==> src/rtl/arith_pkg.sv <==
// Shared arithmetic definitions for the two-lane subtractor hierarchy:
// default lane widths and the two's-complement overflow predicate.
package arith_pkg;

  localparam int N1_DEF = 16;
  localparam int N2_DEF = 8;

  // Subtraction a-b overflows when the operands differ in sign and the
  // result's sign differs from the minuend's sign.
  function automatic logic sub_ovf(input logic a_msb, input logic b_msb,
                                   input logic d_msb);
    return (a_msb != b_msb) && (d_msb != a_msb);
  endfunction

endpackage

==> src/rtl/subtractor_hier_pipe_if.sv <==
// Valid/ready operand and result bus for the two-lane subtractor.
// The master modport is the producer/consumer side, slave is the block.
interface subtractor_hier_pipe_if #(
  parameter int N1 = 16,
  parameter int N2 = 8
);

  logic          in_valid;
  logic          in_ready;
  logic [N1-1:0] A;
  logic [N1-1:0] B;
  logic [N2-1:0] C;
  logic [N2-1:0] D;
  logic          out_valid;
  logic          out_ready;
  logic [N1:0]   S;
  logic [N2:0]   T;
  logic          overflow;

  modport master (
    output in_valid, A, B, C, D, out_ready,
    input  in_ready, out_valid, S, T, overflow
  );

  modport slave (
    input  in_valid, A, B, C, D, out_ready,
    output in_ready, out_valid, S, T, overflow
  );

endinterface

==> src/rtl/subn_pipe.sv <==
// Two-stage lane subtractor: the low half is subtracted in stage 1, the
// high half (with the registered low borrow) in stage 2. Stage loading is
// controlled entirely by the enclosing pipeline through ld1/ld2.
module subn_pipe
  import arith_pkg::*;
#(
  parameter int n = 16
) (
  input  logic         clk,
  input  logic         rst_n,
  input  logic         ld1,
  input  logic         ld2,
  input  logic [n-1:0] a,
  input  logic [n-1:0] b,
  output logic [n:0]   diff,
  output logic         ovf_nxt
);

  localparam int L = n / 2;
  localparam int H = n - L;

  logic [L:0]   lo_full;
  logic [L-1:0] lo_q;
  logic         bor_q;
  // The upper halves carry the operand MSBs, so no separate MSB flops.
  logic [H-1:0] ahi_q;
  logic [H-1:0] bhi_q;
  logic [H:0]   hi_full;

  assign lo_full = {1'b0, a[L-1:0]} - {1'b0, b[L-1:0]};
  assign hi_full = {1'b0, ahi_q} - {1'b0, bhi_q} - {{H{1'b0}}, bor_q};
  assign ovf_nxt = sub_ovf(ahi_q[H-1], bhi_q[H-1], hi_full[H-1]);

  // Stage 1: capture low difference, low borrow and the upper halves.
  // NOTE: state is written with non-blocking assignments so every flop
  // samples pre-edge values regardless of block ordering.
  always_ff @(posedge clk or negedge rst_n) begin
    // NOTE: data registers are reset too, so outputs read zero after reset
    // rather than stale or X values.
    if (!rst_n) begin
      lo_q  <= '0;
      bor_q <= 1'b0;
      ahi_q <= '0;
      bhi_q <= '0;
    end else if (ld1) begin
      lo_q  <= lo_full[L-1:0];
      bor_q <= lo_full[L];
      ahi_q <= a[n-1:L];
      bhi_q <= b[n-1:L];
    end
  end

  // Stage 2: complete the high half; its borrow-out is the lane borrow.
  always_ff @(posedge clk or negedge rst_n) begin
    if (!rst_n) begin
      diff <= '0;
    end else if (ld2) begin
      diff <= {hi_full[H], hi_full[H-1:0], lo_q};
    end
  end

endmodule

==> src/rtl/subtractor_hier_pipe.sv <==
// Two-lane pipelined subtractor: lane 1 computes A-B, lane 2 computes C-D,
// each as a two-stage split subtraction. This level owns the valid/ready
// control and the registered overflow OR of both lanes.
module subtractor_hier_pipe
  import arith_pkg::*;
#(
  parameter int N1 = N1_DEF,
  parameter int N2 = N2_DEF
) (
  input logic                   clk,
  input logic                   rst_n,
  subtractor_hier_pipe_if.slave bus
);

  logic s1_valid;
  logic s2_valid;
  logic adv1;
  logic adv2;
  logic ld1;
  logic ld2;
  logic ovf1_nxt;
  logic ovf2_nxt;
  logic ovf_q;
  logic [N1:0] s_q;
  logic [N2:0] t_q;

  // A stage may advance when it is empty or its successor advances, so
  // bubbles collapse under backpressure.
  assign adv2 = !s2_valid || bus.out_ready;
  assign adv1 = !s1_valid || adv2;
  assign ld1  = adv1 && bus.in_valid;
  assign ld2  = adv2 && s1_valid;

  assign bus.in_ready  = adv1;
  assign bus.out_valid = s2_valid;
  assign bus.S         = s_q;
  assign bus.T         = t_q;
  assign bus.overflow  = ovf_q;

  subn_pipe #(.n(N1)) u_lane1 (
    .clk     (clk),
    .rst_n   (rst_n),
    .ld1     (ld1),
    .ld2     (ld2),
    .a       (bus.A),
    .b       (bus.B),
    .diff    (s_q),
    .ovf_nxt (ovf1_nxt)
  );

  subn_pipe #(.n(N2)) u_lane2 (
    .clk     (clk),
    .rst_n   (rst_n),
    .ld1     (ld1),
    .ld2     (ld2),
    .a       (bus.C),
    .b       (bus.D),
    .diff    (t_q),
    .ovf_nxt (ovf2_nxt)
  );

  // Stage valid bits track occupancy; reset discards anything in flight.
  always_ff @(posedge clk or negedge rst_n) begin
    if (!rst_n) begin
      s1_valid <= 1'b0;
      s2_valid <= 1'b0;
    end else begin
      if (adv1) s1_valid <= bus.in_valid;
      if (adv2) s2_valid <= s1_valid;
    end
  end

  // Combined overflow is registered alongside the stage-2 differences.
  always_ff @(posedge clk or negedge rst_n) begin
    if (!rst_n) begin
      ovf_q <= 1'b0;
    end else if (ld2) begin
      ovf_q <= ovf1_nxt | ovf2_nxt;
    end
  end

endmodule

==> src/flat_wrapper.sv <==
// flat-port wrapper written by rule: the top's interface ports become plain ports
module subtractor_hier_pipe_flat import arith_pkg::*;
#(
  parameter int N1 = N1_DEF,
  parameter int N2 = N2_DEF
)
  (clk, rst_n, bus_in_valid, bus_A, bus_B, bus_C, bus_D, bus_out_ready, bus_in_ready, bus_out_valid, bus_S, bus_T, bus_overflow);
  subtractor_hier_pipe_if #(.N1(N1), .N2(N2)) bus_i ();
  input logic clk;
  input logic rst_n;
  input wire logic [$bits(bus_i.in_valid)-1:0] bus_in_valid;
  input wire logic [$bits(bus_i.A)-1:0] bus_A;
  input wire logic [$bits(bus_i.B)-1:0] bus_B;
  input wire logic [$bits(bus_i.C)-1:0] bus_C;
  input wire logic [$bits(bus_i.D)-1:0] bus_D;
  input wire logic [$bits(bus_i.out_ready)-1:0] bus_out_ready;
  output wire logic [$bits(bus_i.in_ready)-1:0] bus_in_ready;
  output wire logic [$bits(bus_i.out_valid)-1:0] bus_out_valid;
  output wire logic [$bits(bus_i.S)-1:0] bus_S;
  output wire logic [$bits(bus_i.T)-1:0] bus_T;
  output wire logic [$bits(bus_i.overflow)-1:0] bus_overflow;
  assign bus_i.in_valid = bus_in_valid;
  assign bus_i.A = bus_A;
  assign bus_i.B = bus_B;
  assign bus_i.C = bus_C;
  assign bus_i.D = bus_D;
  assign bus_i.out_ready = bus_out_ready;
  assign bus_in_ready = bus_i.in_ready;
  assign bus_out_valid = bus_i.out_valid;
  assign bus_S = bus_i.S;
  assign bus_T = bus_i.T;
  assign bus_overflow = bus_i.overflow;
  subtractor_hier_pipe #(.N1(N1), .N2(N2)) u_core (.clk(clk), .rst_n(rst_n), .bus(bus_i));
endmodule
==> config.mk <==
export PLATFORM = sky130hd
export DESIGN_NAME = subtractor_hier_pipe_flat
export DESIGN_NICKNAME = d
export VERILOG_FILES = /design/src/rtl/arith_pkg.sv /design/src/rtl/subtractor_hier_pipe_if.sv /design/src/rtl/subn_pipe.sv /design/src/rtl/subtractor_hier_pipe.sv /design/src/flat_wrapper.sv
export SDC_FILE = /design/constraint.sdc
export NUM_CORES = 1
export LEC_CHECK = 0
export BUFFER_PORTS_ARGS = -buffer_cell sky130_fd_sc_hd__buf_2
export CORE_MARGIN = 2
export CORE_UTILIZATION = 59
export CTS_CLUSTER_SIZE = 14
export DETAILED_ROUTE_END_ITERATION = 12
export PLACE_DENSITY = 0.86
export SYNTH_ARGS = -nofsm -noshare
export SYNTH_HDL_FRONTEND = slang
export SYNTH_SLANG_ARGS = --single-unit
==> constraint.sdc <==
create_clock -name clk -period 6.1 [get_ports clk]
set_clock_uncertainty 0.2 [all_clocks]
set_input_delay 1.22 -clock clk [delete_from_list [all_inputs] [get_ports clk]]
set_output_delay 1.22 -clock clk [all_outputs]
set_load 0.01 [all_outputs]
== Word level (Yosys, flattened, before mapping) ==
Cells that the tools add are included.

* Flip-flop bits (word level): 67
* Input bits: 52

* Add/sub/neg operators: 6
* Eq/ne operators: 4
* Bitwise logic cells: 1
* Reductions and logical operators: 8

{| class="wikitable"
|+ Operators with widths
! cell !! count
|-
| $sub A8 B8 Y9 || 2
|-
| $sub A4 B4 Y5 || 2
|-
| $sub A9 B1 Y9 || 1
|-
| $sub A5 B1 Y5 || 1
|-
| $logic_and A1 B1 Y1 || 4
|-
| $ne A1 B1 Y1 || 4
|-
| $logic_not A1 Y1 || 2
|-
| $logic_or A1 B1 Y1 || 2
|-
| $or A1 B1 Y1 || 1
|}

== Longest topological paths before layout ==
Gate-level depths: netlist of the first run.

* Word-level depth: 5
* Gate-level depth with buffers: 9
* Depth with buffers taken out: 9

== Hierarchy ==
A second synthesis of the first run with hierarchy kept.

* Cell total of the unflattened synthesis: 343
* Area total of the unflattened synthesis: 3732.3 um^2

{| class="wikitable"
|+ Modules (own cells, without submodules)
! module !! instances !! cells an instance !! area each (um^2) !! sequential area each (um^2)
|-
| subn_pipe at u_core.u_lane1 || 1 || 228 || 2417.3 || 1051.0
|-
| subn_pipe at u_core.u_lane2 || 1 || 103 || 1173.6 || 550.5
|-
| subtractor_hier_pipe || 1 || 12 || 141.4 || 75.1
|}

== Worst setup path after synthesis of the first run ==
OpenSTA, ideal clock, no wires.

* Kind: input port to flip-flop
* Start: in bus_A[0]
* End: reg u_core.u_lane1.lo_q[6]
* Library setup time: 0.068 ns
* Data arrival time: 2.598 ns
* Required time: 5.832 ns
* Setup slack: 3.234 ns
* Stages: 8
* Path buffers: 0
* Cells stage by stage: inv_1 > ha_1 > fa_1 > nor2b_1 > o21a_1 > o21ai_1 > a2111o_1 > nand3_1

* Cells in the longest elaborated chain, start to end: 1

{| class="wikitable"
|+ RTL lines
! element !! RTL line !! text
|-
| from (decl) || flat_wrapper.sv:12 || <nowiki>input wire logic [$bits(bus_i.A)-1:0] bus_A;</nowiki>
|-
| $sub A8 B8 Y9 || subn_pipe.sv:30 || <nowiki>assign lo_full = {1'b0, a[L-1:0]} - {1'b0, b[L-1:0]};</nowiki>
|-
| to (signal assigned) || subn_pipe.sv:46 || <nowiki>lo_q <= lo_full[L-1:0];</nowiki>
|-
| to (decl) || subn_pipe.sv:23 || <nowiki>logic [L-1:0] lo_q;</nowiki>
|}

Every way passes these cells.
A chain may end at the register's enable or synchronous reset.

== Worst setup path in the final report of the first run ==
* Start: in bus_out_ready
* End: out bus_in_ready

* Cells in the longest elaborated chain, start to end: 2

{| class="wikitable"
|+ RTL lines
! element !! RTL line !! text
|-
| from (decl) || flat_wrapper.sv:16 || <nowiki>input wire logic [$bits(bus_i.out_ready)-1:0] bus_out_ready;</nowiki>
|-
| $logic_or A1 B1 Y1 || subtractor_hier_pipe.sv:29 || <nowiki>assign adv2 = !s2_valid || bus.out_ready;</nowiki>
|-
| $logic_or A1 B1 Y1 || subtractor_hier_pipe.sv:30 || <nowiki>assign adv1 = !s1_valid || adv2;</nowiki>
|-
| to (decl) || flat_wrapper.sv:17 || <nowiki>output wire logic [$bits(bus_i.in_ready)-1:0] bus_in_ready;</nowiki>
|}

Every way passes these cells.

==> impl_metrics.toml, run 1 <==
[layout]
drive_gt1_frac = 0.261
layout_commonest_cell = "sky130_fd_sc_hd__buf_2"
layout-area-overhead-vs-synth_pct = 16.2
finalNetCount = 552
most-common-layout-cells = "sky130_fd_sc_hd__buf_2 (80), sky130_fd_sc_hd__nand2_1 (72), sky130_fd_sc_hd__dfrtp_1 (67)"

[cts]
clkSinkCount = 67
cts.path.max_buffers = 2
cts_hold_buf = 0
worstSkewPairLatency_ns = 0.34
root_buffer = "sky130_fd_sc_hd__clkbuf_8"
htree_levels = 3
cts-buffers-inserted = 9
cts_tree = "built"
post-cts-setup-buffers = 0
post_cts_resize_count = 0
path_clk_slew_ns = 0.06

[synthesis]
count_of_flip_flops_with_a_built_in_enable_after_synthesis = 0
synth.yosys.warnings = 0
synthArstFlopShare = 1.00
syn_area_per_cell_um2 = 9.87
share_of_synthesized_area_occupied_by_flip_flops_and_latches = 0.446
synth.net_count = 471
ys_ff_latch = 67
post_synth_num_cell_types = 45
synthCells = 381
yosys_most_used_dff = "sky130_fd_sc_hd__dfrtp_1"
synth_area_um2 = 3760

[timing]
fmax_ghz = 0.322
maxSlewHeadroom = 0.263
finalSetupViolations = 0
timing.setup.tns_ns = 0
hold_vio_cnt_final = 0
finalCriticalPeriod_ns = 3.10
worstMarginPinSlew_ns = 1.10
grt_setup_unrepaired = "false"
pins_over_their_slew_limit = 0
finalCritPeriodShare = 0.509

[worst_setup_path]
crit-reg2reg-launch = "u_core.u_lane1.bor_q$_DFFE_PN0P_"
worst-r2r-setup-slack_ns = 3.60
cp_max_fo = 3
setup.worst_path.class = "in -> out"
cp_data_required_time_ns = 4.68
critical_path_endpoint_category = "primary output"
cp-start-kind = "primary input"
timing.reg2reg.worst_path_depth = 9
worst-endpoint-arrival_ns = 1.68
r2r_end = "u_core.bus.overflow$_DFFE_PN0P_"

[floorplan]
io_pins = 81
floorplan.die_area_um2 = 7030
fp-row-count = 29
start_util = 0.603
width_of_the_die_um = 83.8
fp.dieH_um = 83.8
core-area_um2 = 6240

[run_status]
run_status = "completed"

[global_route]
global_route.overflow_total = 0
antenna_found_initial = 1
first_pass_grt_wire_length_um = 12200
global_route.usage.total = 0.218
grt_pass1_vias = 2875
grt_start_max_net_pins = 68

[pwr]
seqPwrFrac = 0.417
cellPowerDensity_nw_per_um2 = 341
finalPower_w = 0.00149
combPwrFrac = 0.376
p_leak_nw = 2.29
vdd_ir_drop_max_uv = 194
share_clk_of_total_power = 0.207
p_sw_frac = 0.344
intPower_w = 0.000980
netSwitchingPower_w = 0.000513

[placement]
numPortBuffers = 80
placed_wire_length_estimate_um = 5170
gp_routability_congestion = 0.819

[hold_path]
hold-path-cell-count = 2
worstHoldStart = "u_core.u_lane1.lo_q[4]$_DFFE_PN0P_"
min_path_type = "reg -> reg"
hold_critical_path_endpoint = "u_core.u_lane1.diff[4]$_DFFE_PN0P_"

[routing]
route.antenna.remaining_nets = 0
drtPass1Iterations = 4
postRouteWirelength_um = 6990
post-route-drc-count = 0
routed_wire_length_per_instance_um = 12.9
num_vias = 2860
detail_route.iter0.violations = 173
vias_per_cell = 5.29

[run]
cap_violations = 0
-- flip-flops by register name, summed over array words and instances, names as in the netlist --
name / count
u_core.u_lane2.lo_q: 4
u_core.u_lane1.bor_q: 1
u_core.u_lane1.lo_q: 8
u_core.u_lane1.diff: 17
u_core.s1_valid: 1
u_core.bus.out_valid: 1
u_core.u_lane2.ahi_q: 4
u_core.u_lane1.ahi_q: 8
u_core.u_lane2.bhi_q: 4
u_core.u_lane1.bhi_q: 8
u_core.u_lane2.diff: 9
u_core.u_lane2.bor_q: 1
u_core.bus.overflow: 1
-- how the worst max path moves through the flow --
stage,end,depth (start not counted),slack [ns],from
finish,bus_in_ready,3,3.00,bus_out_ready
global route,bus_in_ready,3,2.93,bus_out_ready
CTS,bus_in_ready,3,3.00,bus_out_ready
detailed placement,u_core.u_lane1.lo_q[6]$_DFFE_PN0P_,6,2.87,bus_out_ready
global placement,u_core.u_lane1.lo_q[6]$_DFFE_PN0P_,6,2.99,bus_out_ready
floorplan,u_core.u_lane1.lo_q[6]$_DFFE_PN0P_,8,3.23,bus_A[0]
-- power by group through the flow --
stage / Clock (W) / Combinational [W] / Sequential [W]
5_1_grt: 0.000334 / 0.000631 / 0.000638
2_1_floorplan: 0 / 0.000363 / 0.000652
6_report: 0.000309 / 0.000562 / 0.000622
3_3_place_gp: 0 / 0.000539 / 0.000626
4_1_cts: 0.000317 / 0.000569 / 0.000623
3_5_place_dp: 0 / 0.000565 / 0.000630
-- cell type report --
class	count	area, µm²
Fill cell	477	1870
Multi-Input combinational cell	249	1830
Sequential cell	67	1680
Timing Repair Buffer	82	415
Inverter	53	199
Clock buffer	12	155
Tap cell	77	96.3
Antenna cell	1	2.50
-- per-layer routing --
layer | routed length (µm) | up-vias | GRT usage
li1 | - | 1407 | -
met1 | 3120 | 1358 | 0.269
met2 | 3330 | 76 | 0.362
met3 | 339 | 19 | 0.0465
met4 | 197 | 0 | 0.110
met5 | 0 | - | 0
-- logic make-up (layout without fill, tap and decap cells) --
logic type,count (synthesis),after routing,share of synthesized area
flops,67,67,0.446
buf+inv,65,147,0.0692
compound gates,59,59,0.0971
other cells,0,1,0
mux,27,27,0.0802
fa+ha+maj,38,38,0.138
xor+xnor,17,17,0.0432
simple gates,108,108,0.126
-- cell usage after synthesis (3+ instances only) --
cell type	number	share of area
sky130_fd_sc_hd__o21ai_1	5	0.0067
sky130_fd_sc_hd__nand2_1	73	0.073
sky130_fd_sc_hd__o21a_1	4	0.0080
sky130_fd_sc_hd__o21ai_0	25	0.033
sky130_fd_sc_hd__nor3b_1	3	0.0060
sky130_fd_sc_hd__o211ai_1	3	0.0060
sky130_fd_sc_hd__a21oi_1	8	0.011
sky130_fd_sc_hd__fa_1	6	0.032
sky130_fd_sc_hd__inv_1	53	0.053
sky130_fd_sc_hd__nor2_1	8	0.0080
sky130_fd_sc_hd__nor2b_1	3	0.0050
sky130_fd_sc_hd__mux2_2	23	0.069
sky130_fd_sc_hd__clkbuf_1	3	0.0030
sky130_fd_sc_hd__buf_2	7	0.0093
sky130_fd_sc_hd__nor3_1	3	0.0040
sky130_fd_sc_hd__dfrtp_1	67	0.45
sky130_fd_sc_hd__ha_1	32	0.11
sky130_fd_sc_hd__nand2b_1	5	0.0083
sky130_fd_sc_hd__nand3_1	5	0.0067
sky130_fd_sc_hd__xnor2_1	11	0.026
sky130_fd_sc_hd__xor2_1	5	0.012
-- worst max-delay path: stages --
cell                       delay [ns]
sky130_fd_sc_hd__buf_2           0.10
sky130_fd_sc_hd__nand3b_1        0.19
sky130_fd_sc_hd__buf_2           0.17
-- per-stage QoR --
step | std cells | setup WS (ns) | utilization | area (µm²) | hold slack [ns]
after floorplan | 381 | 3.23 | - | 3760 | 0.233
after global placement | 528 | 2.99 | 0.675 | 4210 | 0.246
after detailed placement | 528 | 2.87 | 0.675 | 4210 | 0.258
after CTS | 540 | 3.00 | 0.700 | 4370 | 0.273
after global routing | 540 | 2.93 | 0.700 | 4370 | 0.295
final | 541 | 3.00 | 0.700 | 4370 | 0.266
(Power assumes the default switching activity.)
==> inputs of run 2 (changes only) <==
ABC_AREA = 1   (was unset)
CORE_UTILIZATION = 54   (was 59)
PLACE_DENSITY = 0.79   (was 0.86)
clock period = 3.2 ns   (was 6.1 ns; I/O delays follow)
==> impl_metrics.toml, run 2 <==
[run_status]
run_status = "completed"

[timing]
finalCritPeriodShare = 0.739
worst_hold_slack_ns = 0.0873
fmax_ghz = 0.423
pins_over_their_slew_limit = 0
finalCriticalPeriod_ns = 2.37
maxSlewHeadroom = 0.471
hold_vio_cnt_final = 0
worstMarginPinSlew_ns = 0.793
timing.setup.tns_ns = 0
finalSetupViolations = 0
grt_setup_unrepaired = "false"

[layout]
post-route-util = 0.651
drive_gt1_frac = 0.200
largest_reg_flops = 17
layout-area-overhead-vs-synth_pct = 18.5
layout_commonest_cell = "sky130_fd_sc_hd__nand2_1"
finalNetCount = 615
instances_no_fill = 609
registers.top_by_ff_count = "u_core.u_lane1.diff"
top_regs = "u_core.u_lane1.diff: 17 flops, u_core.u_lane2.diff: 9 flops"
diodes = 0
most-common-layout-cells = "sky130_fd_sc_hd__nand2_1 (147), sky130_fd_sc_hd__buf_2 (80), sky130_fd_sc_hd__dfrtp_1 (67)"

[pwr]
vdd_ir_drop_max_uv = 262
p_leak_nw = 2.47
cellPowerDensity_nw_per_um2 = 698
finalPower_w = 0.00304

[cts]
clkSinkCount = 67
cts_hold_buf = 0
post_cts_resize_count = 0
cts-buffers-inserted = 9
post-cts-setup-buffers = 0
htree_levels = 3
worstSkewPairLatency_ns = 0.34
cts.path.max_buffers = 2
cts_tree = "built"
path_clk_slew_ns = 0.07
root_buffer = "sky130_fd_sc_hd__clkbuf_8"

[floorplan]
start_util = 0.550
io_pins = 81
fp-row-count = 30
floorplan.die_area_um2 = 7480
core-area_um2 = 6680
width_of_the_die_um = 86.5
fp.dieH_um = 86.5

[global_route]
global_route.overflow_total = 0
grt_start_max_net_pins = 46
global_route.usage.total = 0.216
first_pass_grt_wire_length_um = 12700
grt_pass1_vias = 2964
antenna_found_initial = 0

[placement]
dp_cells = 594
gp_routability_congestion = 0.894
numPortBuffers = 80
placed_wire_length_estimate_um = 5400

[synthesis]
synth_area_um2 = 3670
syn_area_per_cell_um2 = 8.31
synthCells = 442
synth.yosys.warnings = 0
synthArstFlopShare = 1.00
most_frequent_cell_after_synthesis = "sky130_fd_sc_hd__nand2_1"
synth.top_cells.by_area = "sky130_fd_sc_hd__dfrtp_1 (46%), sky130_fd_sc_hd__nand2_1 (15%), sky130_fd_sc_hd__ha_1 (11%)"
count_of_flip_flops_with_a_built_in_enable_after_synthesis = 0
yosys_most_used_dff = "sky130_fd_sc_hd__dfrtp_1"
synthTopCellsByCount = "sky130_fd_sc_hd__nand2_1 (147), sky130_fd_sc_hd__dfrtp_1 (67), sky130_fd_sc_hd__inv_1 (66)"
yosysTopAreaCellShare = 0.457
synth_top_cell_by_area = "sky130_fd_sc_hd__dfrtp_1"
share_of_synthesized_area_occupied_by_flip_flops_and_latches = 0.457
synth.net_count = 532
ys_ff_latch = 67
post_synth_num_cell_types = 25

[worst_setup_path]
cp-start-kind = "register"
crit_top_cell = "sky130_fd_sc_hd__nand2_1"
cp_cell_instances = "inv_1 > fa_1 > fa_1 > inv_1 > nand2_1 > nand2_1 > nand2_1 > nand2_1 > nand2_1 > a21oi_1 > a21oi_1 > nand2_1 > nand2_1"
worst-endpoint-arrival_ns = 2.39
critical-path-max-stage-delay_ns = 0.47
critical_path_endpoint_category = "register"
cp_max_fo = 3
critPathSlowestCell = "sky130_fd_sc_hd__fa_1"
cp_data_required_time_ns = 3.23
setup.worst_path.class = "reg -> reg"

[routing]
route.antenna.remaining_nets = 0
post-route-drc-count = 0
drtPass1Iterations = 4
detail_route.iter0.violations = 86
routed_wire_length_per_instance_um = 11.9
num_vias = 3060
vias_per_cell = 5.02
postRouteWirelength_um = 7270

[run]
cap_violations = 0

[hold_path]
min_path_type = "in -> async"
-- run 2: cell types whose count changed after synthesis, moves of 4 or more --
cell and delta:
sky130_fd_sc_hd__a21oi_1 +4, sky130_fd_sc_hd__a31oi_1 +5, sky130_fd_sc_hd__inv_1 +13, sky130_fd_sc_hd__mux2_2 -23, sky130_fd_sc_hd__nand2_1 +74, sky130_fd_sc_hd__nand2b_1 -5, sky130_fd_sc_hd__nand3_1 +13, sky130_fd_sc_hd__o21a_1 -4
sky130_fd_sc_hd__o21ai_0 +14, sky130_fd_sc_hd__o21ai_1 -5, sky130_fd_sc_hd__xnor2_1 -5
-- run 2: final timing paths --
path                                                     from                                  end  slack (ns)  cells past startpoint
max                          u_core.u_lane1.bor_q$_DFFE_PN0P_  u_core.u_lane1.diff[14]$_DFFE_PN0P_        0.83                     13
min                                                     rst_n   u_core.u_lane2.diff[5]$_DFFE_PN0P_        0.09                      1
max reg2reg                  u_core.u_lane1.bor_q$_DFFE_PN0P_  u_core.u_lane1.diff[14]$_DFFE_PN0P_        0.83                     13
min reg2reg                u_core.u_lane2.lo_q[0]$_DFFE_PN0P_   u_core.u_lane2.diff[0]$_DFFE_PN0P_        0.27                      2
max in group asynchronous                               rst_n  u_core.u_lane1.ahi_q[2]$_DFFE_PN0P_        2.00                      2
min in group clk           u_core.u_lane2.lo_q[0]$_DFFE_PN0P_   u_core.u_lane2.diff[0]$_DFFE_PN0P_        0.27                      2
-- run 2: layout make-up --
cell class | instances | area, µm²
Clock buffer | 10 | 128
Fill cell | 599 | 2330
Tap cell | 80 | 100
Multi-Input combinational cell | 296 | 1690
Clock inverter | 5 | 78.8
Inverter | 67 | 251
Sequential cell | 67 | 1680
Timing Repair Buffer | 84 | 430
-- run 2: worst max-delay path, delay by kind of cell (launching register included) --
| family | cells | cell delay [ns] |
|---|---|---|
| AO/OA/AOI/OAI | 2 | 0.23 |
| adder cells (fa/ha/maj) | 2 | 0.87 |
| buffers and inverters | 2 | 0.12 |
| flip-flops | 1 | 0.34 |
| AND/OR/NAND/NOR | 7 | 0.49 |
-- run 2: layer usage --
| layer | vias to the layer above | GRT usage | part of all wire |
|---|---|---|---|
| met1 | 1431 | 0.267 | 0.45 |
| met5 | - | 0 | 0 |
| met3 | 9 | 0.0381 | 0.041 |
| met2 | 66 | 0.372 | 0.49 |
| met4 | 0 | 0.0938 | 0.018 |
| li1 | 1554 | - | - |
-- run 2: per-stage QoR --
stage	setup slack [ns]	cell area (µm²)
2_1_floorplan	1.05	3670
3_3_place_gp	0.905	4150
3_5_place_dp	0.826	4150
4_1_cts	0.840	4350
5_1_grt	0.651	4350
6_report	0.834	4350
-- run 2: power breakdown --
part,switching [W],leakage (nW),internal [W],total (W)
Sequential,0.000127,0.814,0.00108,0.00120
Clock,0.000305,0.106,0.000433,0.000738
Combinational,0.000645,1.55,0.000450,0.00109
-- run 2: logic make-up (layout without fill, tap and decap cells) --
family,after synthesis,in the layout,synth area share
buffers and inverters,79,166,0.0838
xor gates and xnor gates,9,9,0.0215
DFF,67,67,0.457
adders and majority gates,38,38,0.142
AOI/OAI and AO/OA,64,64,0.0954
and+or+nand+nor,185,185,0.201
